`config.mk`:
```
export PLATFORM = sky130hd
export DESIGN_NAME = fetch_unit
export DESIGN_NICKNAME = d
export VERILOG_FILES = /design/src/rtl/fetch_unit.sv
export SDC_FILE = /design/constraint.sdc
export NUM_CORES = 1
export LEC_CHECK = 0
export ABC_AREA = 1
export CAP_MARGIN = 25
export CORE_MARGIN = 4
export CORE_UTILIZATION = 52
export CTS_CLUSTER_DIAMETER = 100
export DETAILED_ROUTE_END_ITERATION = 12
export HOLD_SLACK_MARGIN = 0.06
export MAX_ROUTING_LAYER = met4
export PLACE_DENSITY = 0.8
export SYNTH_ARGS = -nofsm -noshare
export SYNTH_HDL_FRONTEND = slang
export SYNTH_SLANG_ARGS = --single-unit
```
`constraint.sdc`:
```
create_clock -name iClk -period 2.7 [get_ports iClk]
set_input_delay 0.405 -clock iClk [delete_from_list [all_inputs] [get_ports iClk]]
set_output_delay 0.405 -clock iClk [all_outputs]
set_load 0.01 [all_outputs]
```
`src/rtl/fetch_unit.sv`:
```
// Instruction-fetch stage: owns the fetch PC, keeps one request outstanding to instruction
// memory, fills the IF/ID register, and parks a response that arrives during a stall.
module fetch_unit #(
  parameter int unsigned     XLEN      = 32,
  parameter logic [XLEN-1:0] RESET_PC  = '0,
  parameter logic [31:0]     NOP_INSTR = 32'h0000_0013
) (
  input  logic            iClk,
  input  logic            iRst,
  input  logic            iStall,
  input  logic            iFlush,
  input  logic            iBrTrue,
  input  logic [XLEN-1:0] iBrTarget,
  output logic            oImemReq,
  output logic [XLEN-1:0] oImemAddr,
  input  logic            iImemGnt,
  input  logic            iImemRvalid,
  input  logic [31:0]     iImemRdata,
  output logic            oIF_ID_valid,
  output logic [XLEN-1:0] oIF_ID_pc,
  output logic [XLEN-1:0] oIF_ID_pc4,
  output logic [31:0]     oIF_ID_instr,
  output logic            oBusy
);

  typedef enum logic [1:0] {StReq, StWait, StHold} state_e;

  state_e          stateQ, stateD;
  logic [XLEN-1:0] fetchPcQ, reqPcQ, holdPcQ;
  logic [31:0]     holdInstrQ;
  logic            killQ;
  logic            grant, respLive, deliverMem, deliverHold;
  logic            unusedTgtBits;

  assign unusedTgtBits = ^iBrTarget[1:0];

  // A live response is one that was neither killed earlier nor dropped by a redirect now.
  assign respLive    = (stateQ == StWait) && iImemRvalid && !killQ && !iBrTrue;
  assign deliverMem  = respLive && !iStall;
  assign deliverHold = (stateQ == StHold) && !iStall && !iBrTrue;

  always_comb begin
    oImemReq = !iBrTrue &&
               ((stateQ == StReq) ||
                ((stateQ == StWait) && iImemRvalid && !killQ && !iStall));
  end

  assign oImemAddr = fetchPcQ;
  assign grant     = oImemReq && iImemGnt;

  always_comb begin
    stateD = stateQ;
    unique case (stateQ)
      StReq: begin
        if (grant) stateD = StWait;
      end
      StWait: begin
        if (iBrTrue) begin
          stateD = iImemRvalid ? StReq : StWait;
        end else if (iImemRvalid) begin
          if (killQ)       stateD = StReq;
          else if (iStall) stateD = StHold;
          else             stateD = grant ? StWait : StReq;
        end
      end
      StHold: begin
        if (iBrTrue || !iStall) stateD = StReq;
      end
      default: stateD = StReq;
    endcase
  end

  always_ff @(posedge iClk) begin
    if (iRst) begin
      stateQ       <= StReq;
      fetchPcQ     <= RESET_PC;
      reqPcQ       <= '0;
      killQ        <= 1'b0;
      holdPcQ      <= '0;
      holdInstrQ   <= NOP_INSTR;
      oBusy        <= 1'b0;
      oIF_ID_valid <= 1'b0;
      oIF_ID_pc    <= '0;
      oIF_ID_pc4   <= XLEN'(4);
      oIF_ID_instr <= NOP_INSTR;
    end else begin
      stateQ <= stateD;
      oBusy  <= (stateD == StWait);

      if (iBrTrue)    fetchPcQ <= {iBrTarget[XLEN-1:2], 2'b00};
      else if (grant) fetchPcQ <= fetchPcQ + XLEN'(4);
      if (grant) reqPcQ <= fetchPcQ;

      // A redirect with a request still in flight must swallow that response later.
      if (iBrTrue && (stateQ == StWait) && !iImemRvalid) killQ <= 1'b1;
      else if ((stateQ == StWait) && iImemRvalid)        killQ <= 1'b0;

      if (respLive && iStall) begin
        holdPcQ    <= reqPcQ;
        holdInstrQ <= iImemRdata;
      end

      if (iFlush) begin
        oIF_ID_valid <= 1'b0;
        oIF_ID_instr <= NOP_INSTR;
      end else if (!iStall) begin
        if (deliverMem) begin
          oIF_ID_valid <= 1'b1;
          oIF_ID_pc    <= reqPcQ;
          oIF_ID_pc4   <= reqPcQ + XLEN'(4);
          oIF_ID_instr <= iImemRdata;
        end else if (deliverHold) begin
          oIF_ID_valid <= 1'b1;
          oIF_ID_pc    <= holdPcQ;
          oIF_ID_pc4   <= holdPcQ + XLEN'(4);
          oIF_ID_instr <= holdInstrQ;
        end else begin
          oIF_ID_valid <= 1'b0;
          oIF_ID_instr <= NOP_INSTR;
        end
      end
    end
  end

endmodule

```
==> flow_summary.json, run 1 <==
{
  "criticalPathCategory": "reg2reg",
  "antennaDiodeCount": 0,
  "clock_tree_from_tritoncts": "built",
  "switching_share": 0.231,
  "synthesis.area_mm2": 0.0104,
  "floorplan.core_area_mm2": 0.0195,
  "yosys_most_used_dff": "sky130_fd_sc_hd__dfxtp_1",
  "floorplan_die_height_um": 149,
  "timing.critical_path.arrival_ns": 2.69,
  "dr.pass1.iters": 5,
  "globalplace.congestion": 0.958,
  "globalRoute.totalOverflow": 0,
  "h-tree-depth": 1,
  "route.detailed.wl_per_inst_um": 15.5,
  "grt_antenna_before_repair": 0,
  "vias": 10800,
  "worst_pin_slew_ns": 0.625,
  "drive_above_1_share": 0.103,
  "routed_wl_um": 31800,
  "hpwl_dp_um": 22800,
  "hold_violations": 0,
  "power_mw": 7.48,
  "ratio_of_routed_vias_to_standard_cells": 5.26,
  "layout_common_cells": "378 x sky130_fd_sc_hd__nand2_1, 218 x sky130_fd_sc_hd__dfxtp_1, 190 x sky130_fd_sc_hd__clkdlybuf4s50_1",
  "first_global_vias": 10200,
  "run_status": "completed",
  "floorplan.io_pins": 202,
  "synth_cells": 1524,
  "number_of_warnings_issued_by_yosys": 0,
  "cts_repair_resize_count": 0,
  "cts_inserted_buffers": 24,
  "port_buffers": 193,
  "place_area_mm2": 0.0132,
  "clock_tree.buffer_depth": 3,
  "final_common_cell": "sky130_fd_sc_hd__nand2_1",
  "synth.top_cells.by_area": "sky130_fd_sc_hd__dfxtp_1 42%, sky130_fd_sc_hd__nand2_1 14%, sky130_fd_sc_hd__inv_1 6.6%",
  "powerDensity_mw_per_mm2": 533,
  "cts_post_setup_buffers_inserted": 0,
  "yosys_register_bits": 219,
  "synth_async_sr_flop_share": 0,
  "final-setup-viol-count": 0,
  "setup-tns-final_ns": 0,
  "cts_hold_buf": 0,
  "initial_core_util": 0.532,
  "cap_viol_max_count": 0,
  "power.clock.fraction": 0.454,
  "worstHoldPathType": "reg2reg",
  "ant_nets": 0,
  "numClockSinks": 219,
  "groute.usage.overall": 0.286,
  "rsz_0062_raised_after_global_routing": "false",
  "path_max_fanout": 24,
  "cts_root_buf": "sky130_fd_sc_hd__clkbuf_16",
  "fin_skew_ns": 0.0151,
  "design_area_mm2": 0.0140,
  "clk_pin_slew_ns": 0.06,
  "dr.first_iter.drc_count": 721,
  "maximum_number_of_pins_on_one_net_before_global_route_repair": 81,
  "critical_path_data_required_time_ns": 3.12,
  "fin_nets": 1843,
  "yosys.area.top_type": "sky130_fd_sc_hd__dfxtp_1",
  "yosysTopAreaCellShare": 0.422,
  "power.ir.vdd_worst_mv": 0.393,
  "critical_path_start_type": "register",
  "global_route_wire_length_before_repair_um": 51100,
  "insertion_delay_ns": 0.52,
  "dieWidth_um": 149,
  "endpoint_class_of_the_critical_path": "register",
  "cellLeakagePower_nw": 5.80,
  "drc": 0,
  "syn_area_per_cell_um2": 6.82,
  "synth-edff-count": 0,
  "area.growth.synth_to_final_pct": 35.2,
  "number_of_max_slew_violations_in_the_final_report": 0,
  "comb_power_share": 0.092,
  "period_share": 0.841,
  "max_slew_margin": 0.583,
  "internal-power_mw": 5.75,
  "seq_area_frac_synth": 0.422,
  "sequentialPowerShare": 0.454,
  "yosysUniqueCellTypes": 38,
  "max_freq_mhz": 440,
  "row_count": 51,
  "floorplan.die_area_mm2": 0.0223,
  "p_sw_mw": 1.73,
  "period_needed_ns": 2.27
}
==> final timing paths <==
kind	depth (start not counted)	slack, ns	start	to
setup / recovery	16	0.43	stateQ[1]	oIF_ID_pc4[23]
hold / removal	2	0.45	holdInstrQ[6]	holdInstrQ[6]
setup reg to reg	16	0.43	stateQ[1]	oIF_ID_pc4[23]
hold reg to reg	2	0.45	holdInstrQ[6]	holdInstrQ[6]
==> final cells by class <==
| cell class | count | area, µm² |
|---|---|---|
| Clock buffer | 34 | 719 |
| Clock inverter | 5 | 100 |
| Fill cell | 1629 | 5480 |
| Inverter | 190 | 714 |
| Multi-Input combinational cell | 1026 | 4880 |
| Sequential cell | 219 | 4390 |
| Tap cell | 265 | 332 |
| Timing Repair Buffer | 309 | 2920 |
==> routing by layer <==
metal  global-route usage  share of wire  vias to the layer above
met5                    -              0                        -
met4               0.0842          0.027                        0
met3               0.0380          0.073                       74
met2                0.459           0.46                      393
met1                0.381           0.44                     4904
li1                     -              -                     5399
==> cells in the mapped netlist, types with 7 or more instances <==
cell                       number
sky130_fd_sc_hd__nor2_2         8
sky130_fd_sc_hd__nand4_1       14
sky130_fd_sc_hd__xor2_1        19
sky130_fd_sc_hd__nor2_1       128
sky130_fd_sc_hd__buf_4          7
sky130_fd_sc_hd__o21ai_1        8
sky130_fd_sc_hd__o221ai_1       8
sky130_fd_sc_hd__o21ai_0      130
sky130_fd_sc_hd__dfxtp_1      219
sky130_fd_sc_hd__clkbuf_1      60
sky130_fd_sc_hd__a31oi_1       16
sky130_fd_sc_hd__nand3_1       96
sky130_fd_sc_hd__inv_1        183
sky130_fd_sc_hd__a21oi_1      125
sky130_fd_sc_hd__nand2_1      379
sky130_fd_sc_hd__buf_2         18
sky130_fd_sc_hd__o211ai_1      33
sky130_fd_sc_hd__nor3_1        19
==> per-stage QoR <==
stage,util,worst slack [ns],hold WS [ns],std cells
floorplan,-,0.480,0.425,1529
global placement,0.677,-0.0785,0.435,2009
detailed placement,0.677,-0.121,0.443,2009
CTS,0.719,0.0222,0.451,2048
global route,0.719,0.180,0.467,2048
finish,0.719,0.429,0.450,2048
==> state kept, by name, summed over array words and instances, names as in the netlist <==
| signal | cells |
|---|---|
| oImemAddr | 30 |
| killQ | 1 |
| reqPcQ | 30 |
| oIF_ID_pc4 | 30 |
| holdPcQ | 30 |
| oIF_ID_instr | 32 |
| holdInstrQ | 32 |
| oBusy | 1 |
| oIF_ID_pc | 30 |
| oIF_ID_valid | 1 |
| stateQ | 2 |
==> kinds of logic after synthesis <==
family / Yosys count / share of synthesized area
other: 1 / 0.000361
DFF: 219 / 0.422
AOI/OAI and AO/OA: 333 / 0.177
adders and majority gates: 2 / 0.00241
buffers and inverters: 284 / 0.111
and+or+nand+nor: 661 / 0.267
xor gates and xnor gates: 24 / 0.0202
==> critical path: stages, from the launching register on <==
cell	delay, ns
sky130_fd_sc_hd__dfxtp_1	0.35
sky130_fd_sc_hd__inv_1	0.08
sky130_fd_sc_hd__nand2_1	0.06
sky130_fd_sc_hd__nor2_2	0.16
sky130_fd_sc_hd__buf_12	0.18
sky130_fd_sc_hd__buf_4	0.14
sky130_fd_sc_hd__nand3_1	0.06
sky130_fd_sc_hd__nand2_1	0.07
sky130_fd_sc_hd__nand2_1	0.10
sky130_fd_sc_hd__nor2_1	0.28
sky130_fd_sc_hd__nand3_1	0.16
sky130_fd_sc_hd__nor2_1	0.18
sky130_fd_sc_hd__nand2_1	0.07
sky130_fd_sc_hd__nand2_1	0.06
sky130_fd_sc_hd__nand3_1	0.08
sky130_fd_sc_hd__nand2_1	0.10
sky130_fd_sc_hd__inv_1	0.04
==> power groups by stage <==
| stage | Sequential (mW) | Clock [mW] | Combinational, mW |
|---|---|---|---|
| after floorplan | 3.46 | 0 | 0.328 |
| after global placement | 3.46 | 0 | 0.669 |
| after detailed placement | 3.47 | 0 | 0.679 |
| after CTS | 3.40 | 3.44 | 0.686 |
| after global routing | 3.41 | 3.58 | 0.754 |
| final | 3.40 | 3.39 | 0.687 |
Power figures use the tool's default switching activity.
==> run 2, diff against run 1 <==
==> constraint.sdc (replaced) <==
create_clock -name iClk -period 2.1 [get_ports iClk]
set_input_delay 0.315 -clock iClk [delete_from_list [all_inputs] [get_ports iClk]]
set_output_delay 0.315 -clock iClk [all_outputs]
set_load 0.01 [all_outputs]
==> run 2 against run 1 <==
Worst hold slack lost 0.35 ns. Sequential share of layout area shrank 2.5 points. Sequential cell count is the same. Global-route usage grew 1.5 points. Register-to-register slack lost 0.44 ns. Clock power grew 32%. Final area grew 8.8%. Die area is the same. Clock-buffer cell count grew 1. Core utilization grew 6.3 points. Highest routed layer unchanged. Fmax grew 7.5%. Power grew 32%. The flow now finishes with violations (setup timing).
==> flow_summary.json, run 2 (same netlist as run 1, synthesis figures left out) <==
{
  "crit_path_frequent_cell": "sky130_fd_sc_hd__nand2_1",
  "ratio_of_routed_vias_to_standard_cells": 5.35,
  "final_common_cell": "sky130_fd_sc_hd__nand2_1",
  "number_of_max_slew_violations_in_the_final_report": 0,
  "critical_path_data_required_time_ns": 2.51,
  "dr.pass1.iters": 5,
  "largest_registers": "holdInstrQ (32), oIF_ID_instr (32)",
  "worst_pin_slew_ns": 0.656,
  "insertion_delay_ns": 0.52,
  "row_count": 51,
  "met1Wirelength_um": 14700,
  "first_global_vias": 10800,
  "critical-path-max-stage-delay_ns": 0.36,
  "cp-startpoint": "stateQ[1]",
  "vias": 11400,
  "period_share": 1.01,
  "clock_tree.buffer_depth": 3,
  "layout_common_cells": "336 x sky130_fd_sc_hd__nand2_1, 216 x sky130_fd_sc_hd__dfxtp_1, 188 x sky130_fd_sc_hd__clkdlybuf4s50_1",
  "floorplan.die_area_mm2": 0.0223,
  "rsz_0062_raised_after_global_routing": "true",
  "critical_path_start_type": "register",
  "grt_antenna_before_repair": 1,
  "fin_skew_ns": 0.0115,
  "cts_root_buf": "sky130_fd_sc_hd__clkbuf_16",
  "max_slew_margin": 0.563,
  "violations_in_the_final_reports": "setup timing",
  "reg2reg_depth": 16,
  "worstHoldPathType": "in2reg",
  "ant_nets": 0,
  "route.met2.wl_um": 16700,
  "floorplan_die_height_um": 149,
  "finalWorstSetupSlack_ns": -0.0124,
  "dr.first_iter.drc_count": 790,
  "final-setup-viol-count": 1,
  "floorplan.io_pins": 202,
  "cts_inserted_buffers": 25,
  "dieWidth_um": 149,
  "globalRoute.totalOverflow": 0,
  "maximum_number_of_pins_on_one_net_before_global_route_repair": 55,
  "drive_above_1_share": 0.205,
  "global_route_wire_length_before_repair_um": 54000,
  "area.growth.synth_to_final_pct": 47.1,
  "clock_tree_from_tritoncts": "built",
  "hp-start": "iImemRvalid",
  "criticalPathCategory": "reg2reg",
  "cap_viol_max_count": 0,
  "path_cells": "inv_2, nand2_2, nor2_4, buf_12, clkbuf_16, nand3_1, nand2_1, nand2_2, nor2_4, nand3_1, nor2_2, nand2_1, nand2_1, nand3_1, nand2_1, inv_1",
  "hpwl_dp_um": 24600,
  "port_buffers": 193,
  "floorplan.core_area_mm2": 0.0195,
  "path_max_fanout": 6,
  "fin_nets": 1925,
  "numClockSinks": 219,
  "hold_violations": 0,
  "max_freq_mhz": 473,
  "regToRegStartpoint": "stateQ[1]",
  "route.top_layer_used": "met4",
  "run_status": "complete, but fails checks",
  "cellLeakagePower_nw": 6.30,
  "clk_pin_slew_ns": 0.06,
  "power_mw": 9.86,
  "endpoint_class_of_the_critical_path": "register",
  "routed_wl_um": 34900,
  "route.detailed.wl_per_inst_um": 16.4,
  "drc": 0,
  "globalplace.congestion": 0.941,
  "cts_hold_buf": 0,
  "power.ir.vdd_worst_mv": 0.611,
  "timing.critical_path.arrival_ns": 2.53,
  "h-tree-depth": 1,
  "initial_core_util": 0.532,
  "period_needed_ns": 2.11,
  "timing.hold.worst_path_depth": 2,
  "critPathSlowestCell": "sky130_fd_sc_hd__dfxtp_4",
  "groute.usage.overall": 0.301,
  "final.hold.worst_slack_ns": 0.0984,
  "powerDensity_mw_per_mm2": 646,
  "placement.setup.worst_slack_ns": -0.544,
  "route.met3.wl_um": 2420
}
==> run 2: metal layers <==
metal  vias up  GRT usage
met4         0     0.0879
met1      5245      0.395
met2       503      0.492
met5         -          -
li1       5578          -
met3        93     0.0374
==> run 2: path summary, 6_finish.rpt <==
check,slack [ns],to
setup / recovery,-0.01,oIF_ID_pc4[23]
hold / removal,0.1,killQ
setup reg to reg,-0.01,oIF_ID_pc4[23]
hold reg to reg,0.45,holdInstrQ[26]
==> run 2: metrics by stage <==
step | cells | util | TNS [ns] | cell area [µm²]
after floorplan | 1529 | - | 0 | 10400
after global placement | 2076 | 0.704 | -52.96 | 13700
after detailed placement | 2076 | 0.704 | -61.83 | 13700
after CTS | 2122 | 0.751 | 0 | 14700
after global routing | 2135 | 0.783 | -0.717 | 15300
final | 2135 | 0.783 | -0.0124 | 15300
==> run 2: layout make-up <==
cell class	instances	area, µm²
diodes	1	2.50
clock buffers	35	723
clock inverters	9	129
fillers	1416	4250
inverters	190	714
multi-input cells	1026	5370
flip-flops and latches	219	4390
well taps	265	332
repair buffers	390	3620
==> run 2: timing repair <==
item / 4_1_cts / 5_1_grt
gates resized for setup: 19 / 145
endpoints found under the setup margin: 20 / 38
cloned: 0 / 2
buffers inserted: 2 / 10
pin swaps: 3 / 40
==> run 2: report_power, final <==
part | internal [mW] | switching [mW]
registers | 4.27 | 0.0910
logic | 0.470 | 0.544
clock network | 2.76 | 1.73
total | 7.50 | 2.37
==> run 2: critical path, delay by kind of cell (launching register included) <==
kind / cells / cell delay (ns)
DFF: 1 / 0.36
buffers and inverters: 4 / 0.39
and+or+nand+nor: 12 / 1.24
==> run 3, diff against run 2 <==
--- a/config.mk
+++ b/config.mk
@@ -8,12 +8,11 @@
 export ABC_AREA = 1
 export CAP_MARGIN = 25
 export CORE_MARGIN = 4
-export CORE_UTILIZATION = 52
+export CORE_UTILIZATION = 30
 export CTS_CLUSTER_DIAMETER = 100
 export DETAILED_ROUTE_END_ITERATION = 12
 export HOLD_SLACK_MARGIN = 0.06
 export MAX_ROUTING_LAYER = met4
-export PLACE_DENSITY = 0.8
 export SYNTH_ARGS = -nofsm -noshare
 export SYNTH_HDL_FRONTEND = slang
 export SYNTH_SLANG_ARGS = --single-unit
==> run 3 against run 2 <==
The run now ends clean. Core utilization down 32 points. Clock-buffer cell count down 1. First-iteration DRC count down 0.63%. Via count down 3.3%. Setup slack better by 0.050 ns. Critical path depth up 1.
==> flow_summary.json, run 3 (same netlist as run 1, synthesis figures left out) <==
{
  "run_status": "completed",
  "first_global_vias": 10600,
  "power.clock.fraction": 0.456,
  "period_share": 0.982,
  "internal-power_mw": 7.48,
  "critPathSlowestCell": "sky130_fd_sc_hd__clkdlybuf4s50_1",
  "cellLeakagePower_nw": 6.30,
  "global_route_wire_length_before_repair_um": 57000,
  "max_freq_mhz": 485,
  "dr.pass1.iters": 5,
  "powerDensity_mw_per_mm2": 637,
  "register_area_mm2": 0.00439,
  "route.detailed.wl_per_inst_um": 15.6,
  "dr.first_iter.drc_count": 785,
  "endpoint_class_of_the_critical_path": "register",
  "antennaDiodeCount": 0,
  "number_of_max_slew_violations_in_the_final_report": 0,
  "ant_nets": 0,
  "multi_input_comb_area_mm2": 0.00542,
  "hold_path_end": "oIF_ID_pc[9]",
  "row_count": 67,
  "reg2reg_depth": 14,
  "cts_hold_buf": 0,
  "criticalPathCategory": "in2reg",
  "critical-path-max-stage-delay_ns": 0.48,
  "hold_violations": 0,
  "sequentialPowerShare": 0.440,
  "vias": 11000,
  "p_sw_mw": 2.43,
  "drive_above_1_share": 0.206,
  "period_needed_ns": 2.06,
  "dieWidth_um": 194,
  "floorplan.core_area_mm2": 0.0339,
  "postLayoutCoreUtil": 0.459,
  "drc": 0,
  "timing.rr.end": "oIF_ID_pc4[17]",
  "clk_pin_slew_ns": 0.06,
  "ratio_of_routed_vias_to_standard_cells": 4.78,
  "clock_tree_from_tritoncts": "built",
  "setup.reg_to_reg.worst_slack_ns": 0.05,
  "numClockSinks": 219,
  "maximum_number_of_pins_on_one_net_before_global_route_repair": 107,
  "cts_root_buf": "sky130_fd_sc_hd__clkbuf_16",
  "routed_wl_um": 36000,
  "fillCellCount": 3411,
  "rsz_0062_raised_after_global_routing": "true",
  "initial_core_util": 0.307,
  "critical_path_start_type": "input port",
  "largest_registers": "holdInstrQ (32), oIF_ID_instr (32)",
  "power.ir.vdd_worst_mv": 0.551,
  "clock_tree.buffer_depth": 3,
  "port_buffers": 193,
  "grt_antenna_before_repair": 0,
  "final-setup-viol-count": 0,
  "h-tree-depth": 1,
  "floorplan.die_area_mm2": 0.0377,
  "crit_path_frequent_cell": "sky130_fd_sc_hd__nand2_1",
  "setup-tns-final_ns": 0,
  "comb_power_share": 0.104,
  "fin_skew_ns": 0.0129,
  "groute.usage.overall": 0.185,
  "critical_path_data_required_time_ns": 2.52,
  "layout_common_cells": "327 x sky130_fd_sc_hd__nand2_1, 215 x sky130_fd_sc_hd__dfxtp_1, 191 x sky130_fd_sc_hd__clkdlybuf4s50_1",
  "fin_nets": 1916,
  "regToRegStartpoint": "stateQ[1]",
  "timing.hold.worst_path_depth": 3,
  "globalplace.congestion": 0.950,
  "area.growth.synth_to_final_pct": 49.7,
  "floorplan.io_pins": 202,
  "switching_share": 0.245,
  "insertion_delay_ns": 0.53,
  "cts_inserted_buffers": 25,
  "path_cells": "clkdlybuf4s50_1, buf_4, nor2_8, nand3_4, buf_12, buf_8, nand2_1, nand2_2, nand3_1, nor2_2, nand3_2, nor2_2, nand2_1, nand2_1, nand3_1, nand2_1, inv_1",
  "cap_viol_max_count": 0,
  "path_max_fanout": 25,
  "hp-start": "iRst",
  "final_common_cell": "sky130_fd_sc_hd__nand2_1",
  "globalRoute.totalOverflow": 0,
  "hpwl_dp_um": 26100,
  "timing.critical_path.arrival_ns": 2.48,
  "worstHoldPathType": "in2reg",
  "floorplan_die_height_um": 194
}
==> run 3: cell types whose count changed in the layout (fill, tap and decap cells not counted), moves of 3 or more <==
| cell | before | now |
|---|---|---|
| sky130_fd_sc_hd__buf_4 | 177 | 164 |
| sky130_fd_sc_hd__clkinv_2 | 4 | 7 |
| sky130_fd_sc_hd__dlymetal6s2s_1 | 3 | 0 |
| sky130_fd_sc_hd__nand3_1 | 83 | 90 |
| sky130_fd_sc_hd__nand2_4 | 8 | 14 |
| sky130_fd_sc_hd__nor2_2 | 26 | 29 |
| sky130_fd_sc_hd__nand2_1 | 336 | 327 |
| sky130_fd_sc_hd__inv_2 | 12 | 8 |
| sky130_fd_sc_hd__nand3_2 | 13 | 7 |
| sky130_fd_sc_hd__clkdlybuf4s50_1 | 188 | 191 |
| sky130_fd_sc_hd__buf_8 | 0 | 3 |
==> run 3: how the worst max path moves through the flow <==
stage / startpoint / to / slack [ns] / cells past startpoint
global placement: iStall / oIF_ID_pc4[27] / -0.63 / 17
floorplan: iStall / oIF_ID_pc4[18] / 0.02 / 16
finish: iStall / oIF_ID_pc4[20] / 0.04 / 17
CTS: stateQ[0] / oIF_ID_pc4[20] / 0.008 / 14
global route: stateQ[1] / oIF_ID_pc4[20] / -0.13 / 16
detailed placement: iImemRvalid / oImemAddr[16] / -0.64 / 13
==> run 3: metrics by stage <==
step                std cells  total power, mW  worst slack [ns]  hold slack (ns)  cell area, µm²
floorplan                1529             4.87            0.0171            0.425           10400
global placement         2250             5.41            -0.630            0.437           13900
detailed placement       2250             5.42            -0.637            0.442           13900
CTS                      2300             10.0           0.00841            0.268           14900
global route             2310             10.3            -0.129            0.294           15500
finish                   2310             9.91            0.0373            0.288           15500
==> run 3: power by group through the flow <==
stage                     clock (mW)  sequential (mW)  combinational (mW)
final                           4.52             4.35                1.03
after CTS                       4.65             4.35               0.994
after global routing            4.82             4.37                1.13
after floorplan                    0             4.45               0.421
after global placement             0             4.44               0.972
after detailed placement           0             4.44               0.977
==> run 3: worst max-delay path: cells and delay by family <==
kind          cells  cell delay (ns)
simple gates     12             1.17
buf+inv           5             0.99
==> run 3: timing repair <==
| item | CTS | global route |
|---|---|---|
| buffers inserted | 5 | 6 |
| gates resized for setup | 30 | 150 |
| pin swaps | 11 | 26 |
| endpoints found under the hold margin | 0 | 0 |
| endpoints found under the setup margin | 64 | 49 |
| gates cloned | 0 | 4 |
==> run 3: final cells by class <==
| type | count | area share |
|---|---|---|
| tap | 448 | 0.0361 |
| multi-input combinational | 1026 | 0.349 |
| timing repair buffer | 381 | 0.232 |
| inverter | 190 | 0.0463 |
| sequential | 219 | 0.282 |
| clock buffer | 34 | 0.0456 |
| clock inverter | 12 | 0.00933 |
==> run 3: layer usage <==
metal / track usage / up-vias / wire (µm)
met5: - / - / 0
met4: 0.0417 / 0 / 669
met3: 0.0247 / 43 / 1800
met2: 0.286 / 289 / 16300
met1: 0.258 / 5147 / 17200
li1: - / 5567 / -
